### src/rtl/fft_pkg.sv
`default_nettype none
// ============================================================================
// Module   : fft_pkg
// Purpose  : Shared types and constants for the FFT frame feeder.
//            - state_t : feeder FSM states
//            - DATA_W  : default complex sample width {imag, real}
//            - REAL_*/IMAG_* : single-precision float field positions
//            - CFG_FWD_INV_BIT : forward(1)/inverse(0) bit in the config word
// Revision : 1.0  initial release
// ============================================================================
package fft_pkg;

  typedef enum logic [2:0] {
    ST_IDLE  = 3'd0,
    ST_CFG   = 3'd1,
    ST_DATA  = 3'd2,
    ST_DRAIN = 3'd3,
    ST_GAP   = 3'd4
  } state_t;

  localparam int DATA_W   = 64;
  localparam int REAL_MSB = 31;
  localparam int REAL_LSB = 0;
  localparam int IMAG_MSB = 63;
  localparam int IMAG_LSB = 32;

  localparam int CFG_FWD_INV_BIT = 0;

  // True when a config word selects a forward transform.
  function automatic logic cfg_is_forward(input logic [7:0] cfg);
    return cfg[CFG_FWD_INV_BIT];
  endfunction

endpackage
`default_nettype wire

### src/rtl/axis_out_reg.sv
`default_nettype none
// ============================================================================
// Module   : axis_out_reg
// Purpose  : One-entry AXI-Stream output register. A load captures data and
//            last and raises valid; valid drops on an output handshake with
//            no new load. Contents are frozen while valid && !ready.
// Ports    : clk, rst_n      - clock, asynchronous active-low reset
//            load            - capture load_data/load_last this cycle
//            load_data/last  - beat to capture
//            out_ready       - downstream ready
//            out_data/valid/last - registered stream outputs
//            slot_free       - a load may be accepted this cycle
// Revision : 1.0  initial release
// ============================================================================
module axis_out_reg #(
  parameter int DATA_W = 64
) (
  input  logic              clk,
  input  logic              rst_n,
  input  logic              load,
  input  logic [DATA_W-1:0] load_data,
  input  logic              load_last,
  input  logic              out_ready,
  output logic [DATA_W-1:0] out_data,
  output logic              out_valid,
  output logic              out_last,
  output logic              slot_free
);

  // Accept when empty or when the held beat leaves this cycle; this gives
  // full throughput with a single storage slot.
  assign slot_free = !out_valid || out_ready;

  always_ff @(posedge clk or negedge rst_n) begin
    if (!rst_n) begin
      out_data  <= '0;
      out_valid <= 1'b0;
      out_last  <= 1'b0;
    end else if (load) begin
      out_data  <= load_data;
      out_last  <= load_last;
      out_valid <= 1'b1;
    end else if (out_valid && out_ready) begin
      out_valid <= 1'b0;
      out_last  <= 1'b0;
    end
  end

endmodule
`default_nettype wire

### src/rtl/fft_frame_feeder.sv
`default_nettype none
// ============================================================================
// Module   : fft_frame_feeder
// Purpose  : Cuts a continuous complex-sample stream into FFT frames of
//            FRAME_LEN beats (tlast on the final beat), issues one config
//            beat before each frame, inserts an optional idle gap after each
//            frame, counts completed frames and latches FFT tlast errors.
// Ports    : aclk, aresetn             - clock, asynchronous active-low reset
//            enable                    - permits a new frame to start
//            s_axis_*                  - input sample stream (no tlast)
//            m_axis_data_*             - framed samples to the FFT core
//            m_axis_config_*           - per-frame config beat
//            fft_event_tlast_*         - FFT core error pulses
//            err_clr / err_sticky      - sticky error flag and its clear
//            frame_count               - completed frames, wraps at 2^16
//            busy                      - FSM not idle
// Revision : 1.0  initial release
// ============================================================================
module fft_frame_feeder #(
  parameter int         FRAME_LEN   = 8,
  parameter logic [7:0] CONFIG_WORD = 8'h00,
  parameter int         GAP_CYCLES  = 0,
  parameter int         DATA_W      = fft_pkg::DATA_W
) (
  input  logic              aclk,
  input  logic              aresetn,
  input  logic              enable,
  input  logic [DATA_W-1:0] s_axis_tdata,
  input  logic              s_axis_tvalid,
  output logic              s_axis_tready,
  output logic [DATA_W-1:0] m_axis_data_tdata,
  output logic              m_axis_data_tvalid,
  input  logic              m_axis_data_tready,
  output logic              m_axis_data_tlast,
  output logic [7:0]        m_axis_config_tdata,
  output logic              m_axis_config_tvalid,
  input  logic              m_axis_config_tready,
  input  logic              fft_event_tlast_missing,
  input  logic              fft_event_tlast_unexpected,
  input  logic              err_clr,
  output logic              err_sticky,
  output logic [15:0]       frame_count,
  output logic              busy
);

  import fft_pkg::*;

  localparam int CNT_W = $clog2(FRAME_LEN);
  localparam int GAP_W = (GAP_CYCLES > 1) ? $clog2(GAP_CYCLES) : 1;
  localparam logic [CNT_W-1:0] CNT_LAST = CNT_W'(FRAME_LEN - 1);
  localparam logic [GAP_W-1:0] GAP_LAST = GAP_W'((GAP_CYCLES > 0) ? GAP_CYCLES - 1 : 0);

  state_t           state, state_nx;
  logic [CNT_W-1:0] cnt;
  logic [GAP_W-1:0] gap_cnt;
  logic             cfg_valid;
  logic             slot_free;
  logic             in_fire;
  logic             out_fire;
  logic             last_in;
  logic             gap_done;

  assign s_axis_tready = (state == ST_DATA) && slot_free;
  assign in_fire       = s_axis_tvalid && s_axis_tready;
  assign out_fire      = m_axis_data_tvalid && m_axis_data_tready;
  assign last_in       = (cnt == CNT_LAST);
  assign gap_done      = (gap_cnt == GAP_LAST);

  assign m_axis_config_tdata  = CONFIG_WORD;
  assign m_axis_config_tvalid = cfg_valid;
  assign busy                 = (state != ST_IDLE);

  axis_out_reg #(
    .DATA_W (DATA_W)
  ) u_out_reg (
    .clk       (aclk),
    .rst_n     (aresetn),
    .load      (in_fire),
    .load_data (s_axis_tdata),
    .load_last (last_in),
    .out_ready (m_axis_data_tready),
    .out_data  (m_axis_data_tdata),
    .out_valid (m_axis_data_tvalid),
    .out_last  (m_axis_data_tlast),
    .slot_free (slot_free)
  );

  always_comb begin
    state_nx = state;
    unique case (state)
      ST_IDLE:  if (enable) state_nx = ST_CFG;
      ST_CFG:   if (m_axis_config_tready) state_nx = ST_DATA;
      ST_DATA:  if (in_fire && last_in) state_nx = ST_DRAIN;
      // The tlast beat may already be leaving in the first DRAIN cycle.
      ST_DRAIN: if (out_fire && m_axis_data_tlast)
                  state_nx = (GAP_CYCLES > 0) ? ST_GAP : ST_IDLE;
      ST_GAP:   if (gap_done) state_nx = ST_IDLE;
      default:  state_nx = ST_IDLE;
    endcase
  end

  always_ff @(posedge aclk or negedge aresetn) begin
    if (!aresetn) begin
      state       <= ST_IDLE;
      cfg_valid   <= 1'b0;
      cnt         <= '0;
      gap_cnt     <= '0;
      frame_count <= '0;
      err_sticky  <= 1'b0;
    end else begin
      state <= state_nx;
      // Registered so config tvalid rises on CFG entry and holds until taken.
      cfg_valid <= (state_nx == ST_CFG);

      if (in_fire)
        cnt <= last_in ? '0 : cnt + 1'b1;

      if (state == ST_GAP)
        gap_cnt <= gap_done ? '0 : gap_cnt + 1'b1;
      else
        gap_cnt <= '0;

      if (state == ST_DRAIN && out_fire && m_axis_data_tlast)
        frame_count <= frame_count + 16'd1;

      // Set has priority over clear.
      if (fft_event_tlast_missing || fft_event_tlast_unexpected)
        err_sticky <= 1'b1;
      else if (err_clr)
        err_sticky <= 1'b0;
    end
  end

endmodule
`default_nettype wire

### config.mk
export PLATFORM = sky130hd
export DESIGN_NAME = fft_frame_feeder
export DESIGN_NICKNAME = d
export VERILOG_FILES = /design/src/rtl/fft_pkg.sv /design/src/rtl/axis_out_reg.sv /design/src/rtl/fft_frame_feeder.sv
export SDC_FILE = /design/constraint.sdc
export NUM_CORES = 1
export LEC_CHECK = 0
export CORE_UTILIZATION = 45
export CTS_BUF_LIST = sky130_fd_sc_hd__clkbuf_16
export DETAILED_ROUTE_END_ITERATION = 10
export PLACE_DENSITY = 0.95
export SYNTH_ARGS = -nofsm -noshare
export SYNTH_HDL_FRONTEND = slang
export SYNTH_SLANG_ARGS = --single-unit
### constraint.sdc
create_clock -name aclk -period 2.99 [get_ports aclk]
set_clock_uncertainty 0.1 [all_clocks]
set_input_delay 0.299 -clock aclk [delete_from_list [all_inputs] [get_ports aclk]]
set_output_delay 0.299 -clock aclk [all_outputs]
set_load 0.03 [all_outputs]
==> summary.md <==
| Metric | Value |
|---|---|
| Run status | finished, final reports clean |
| Sum of internal, switching and leakage power | 0.00447 W |
| Largest net degree at the start of global routing | 49 |
| Max-cap check violation count | 0 |
| DRC violations left | 0 |
| Total via count after detailed routing | approximately 2,500 |
| Maximum level of the CTS H-tree | 3 |
| Maximum fanout count along the critical path | 7 |
| Site row count | 32 |
| Final period utilization | 77.4% |
| Worst relative slew slack | 54.8% |
| Placeable core region | 7770 sq um |
| Die extent in y | approximately 90 um |
| Detailed Route WL | 7.95 mm |
| Main synth FF type | sky130_fd_sc_hd__dfrtp_1 |
| Most instantiated library cell after synthesis | sky130_fd_sc_hd__dfrtp_1 |
| Clock network latency to the later pin of the worst-skew pair | 0.33 ns |
| Critical path's largest stage delay | slightly above 0.6 ns |
| Number of instances in the synthesized netlist | 242 |
| Initial antenna violation count | 0 |
| Buffer levels on the longest clock path | 2 |
| Global-route wire length before repair | 13.1 mm |
| Dpl hpwl | 5.89 mm |
| F_max | 0.432 GHz |
| Vias per std cell | 4.91 |
| Leak | 2.38 nW |
| Sequential fraction of the synthesis area | 61.8% |
| First DRT Iteration DRCs | 85 |
| Post CTS Setup Buffer Count | 0 |
| Arr. time, crit path | around 1.9 ns |
| Fill count | around 550 |
| Layout overhead on the synthesized area | 52.8% |
| Worst supply voltage drop on vdd | 450 uV |
| Wire per inst | 15.4 um |
| CTS Buf Count | 9 |
| Count of yosys warnings during synthesis | 0 |
| Fraction of final layout cells sized beyond drive strength 1 | 22.3% |
| Number of hold violations in the final report | 0 |
| Footprint of the multi-input gates | 1270 sq um |
| Remaining global-route overflow | 0 |
| CTS tree | yes |
| Cell types occupying the most area after synthesis | sky130_fd_sc_hd__dfrtp_1, sky130_fd_sc_hd__mux2_2, sky130_fd_sc_hd__xnor2_1, sky130_fd_sc_hd__mux2_4, sky130_fd_sc_hd__buf_6 |
| Area share of the largest cell type after synthesis | 61.8% |
| First drt pass iteration count | 3 |
| Placer's final routability congestion estimate | 0.772 |
| Worst-path clk slew | 0.07 ns |
| Crit path kind | reg -> out |
| Post-CTS sizing | 0 |
| Clock period minus worst slack | 2.31 ns |
| Buffer and inverter count on the worst path | 1 |
| Total power divided by cell area | 803 nW/um^2 |
| Cell at the slowest stage of the critical path | sky130_fd_sc_hd__clkdlybuf4s50_1 |
| Number of flops mapped to enable cells by yosys | 0 |
| Hold slack final | 0.375 ns |
| Overall track demand over capacity in global routing | between 10% and 20% |
| Final worst-path setup slack | 0.676 ns |
| Crit end category | output port |
| RSZ-0062 raised after global routing | false |
| Clock sink count | 90 |
| Number of input and output port buffers inserted | 158 |
| Series of cell instances along the critical path | or3_2 -> clkdlybuf4s50_1 |
| Count of pins over their slew limit | 0 |
| Remaining antenna violation count after routing | 0 |
| Pre-CTS setup slack | 0.725 ns |
| Number of failing setup endpoints in the final timing report | 0 |
| Commonest cells in the netlist | sky130_fd_sc_hd__dfrtp_1, sky130_fd_sc_hd__mux2_2, sky130_fd_sc_hd__xnor2_1 |
| Die Outline Area | 8460 sq um |
| Worst-margin pin slew | roughly 0.67 ns |
| Hold bufs inserted after CTS | 1 |
| Register Area | 2250 sq um |
| #FFs+latches synth | 90 |
| Netlist area before placement | 3640 sq um |
| Initial Util | 46.9% |
| Final design utilization | 71.7% |
| Worst min-delay path class | reg -> reg |
| Data required time of the worst path | 2.59 ns |
| Final layout net count | 484 |
| Family of cells with the greatest summed delay on the critical path | buffers and inverters |
| Synth unique cells | 31 |
| Cell accounting for the most synthesized area | sky130_fd_sc_hd__dfrtp_1 |
| I/O pin count | between 150 and 200 |
| Final sum of negative setup slack | 0 ns |
| Startpoint kind of the worst setup timing path | flop |
| Number of global-route vias before repair | about 2,700 |
| Avg Inst Size Synth | between 15 and 20 sq um |
| Horizontal extent of the die | 92.0 um |
| Final antenna diode count | 0 |
| Async set or reset register ratio after synthesis | 100% |
| Root Driver | sky130_fd_sc_hd__clkbuf_16 |
registers in the layout, summed over array words and instances, names as in the netlist:
register / cells
cnt: 3
err_sticky: 1
frame_count: 16
m_axis_config_tvalid: 1
state: 3
u_out_reg.out_data: 64
u_out_reg.out_last: 1
u_out_reg.out_valid: 1
logic make-up (layout without fill, tap and decap cells):
family	Yosys count	in the layout	synth area share [%]
AOI/OAI and AO/OA	5	5	0.893
xor gates and xnor gates	15	15	3.60
adders and majority gates	3	3	1.03
buffers and inverters	18	181	4.15
DFF	90	90	61.8
muxes	69	69	21.9
other	1	9	0.103
and+or+nand+nor	41	41	6.52
worst register-to-register path, cell delays in order (launching register included):
cell,delay (ns)
sky130_fd_sc_hd__dfrtp_1,0.51
sky130_fd_sc_hd__nand3b_1,0.23
sky130_fd_sc_hd__nor4b_1,0.65
sky130_fd_sc_hd__nand4_1,0.21
sky130_fd_sc_hd__xnor2_1,0.17
power by group:
group | internal [W] | total [W] | switching, W
Sequential | 0.00153 | 0.00170 | 0.000172
Combinational | 0.000830 | 0.00172 | 0.000893
Clock | 0.000569 | 0.00104 | 0.000474
Total | 0.00293 | 0.00447 | 0.00154
metal layers:
metal,track usage [%],vias up,wire (um),share of wire (%)
li1,-,1171,-,-
met1,24.2,1243,3190,40
met2,33.8,100,4120,52
met3,4.89,15,448,5.6
met4,8.33,0,187,2.4
met5,0,-,0,0
cell type report:
| cell class | count | area share [%] |
|---|---|---|
| flip-flops and latches | 90 | 40.4 |
| repair buffers | 163 | 29.3 |
| clock inverters | 7 | 0.944 |
| clock buffers | 9 | 4.04 |
| inverters | 2 | 0.135 |
| multi-input cells | 142 | 22.8 |
| well taps | 102 | 2.29 |
cell usage in the layout (no fill, tap or decap), drive strengths merged, types with 5 or more instances in the layout:
cell           count
clkdlybuf4s50    157
dfrtp             90
mux2              68
xnor2             13
conb               9
clkbuf             9
nand2              8
nand3              7
nand4              6
nor2               5
buf                5
final timing paths:
path                                       from         endpoint  slack (ns)  depth (start not counted)
min in group asynchronous               aresetn   frame_count[9]        0.42                          2
worst max-delay path                   state[0]             busy        0.68                          2
worst min-delay path            frame_count[15]  frame_count[15]        0.37                          1
worst max register to register         state[0]  frame_count[11]        1.01                          4
max in group asynchronous               aresetn   frame_count[1]        1.60                          3
worst min register to register  frame_count[15]  frame_count[15]        0.37                          1
through the flow:
| stage | std cells | instance area (sq um) |
|---|---|---|
| global route | 515 | 5570 |
| detailed placement | 498 | 5280 |
| finish | 515 | 5570 |
| floorplan | 250 | 3670 |
| global placement | 498 | 5280 |
| CTS | 515 | 5570 |
Power figures use the tool's default switching activity.
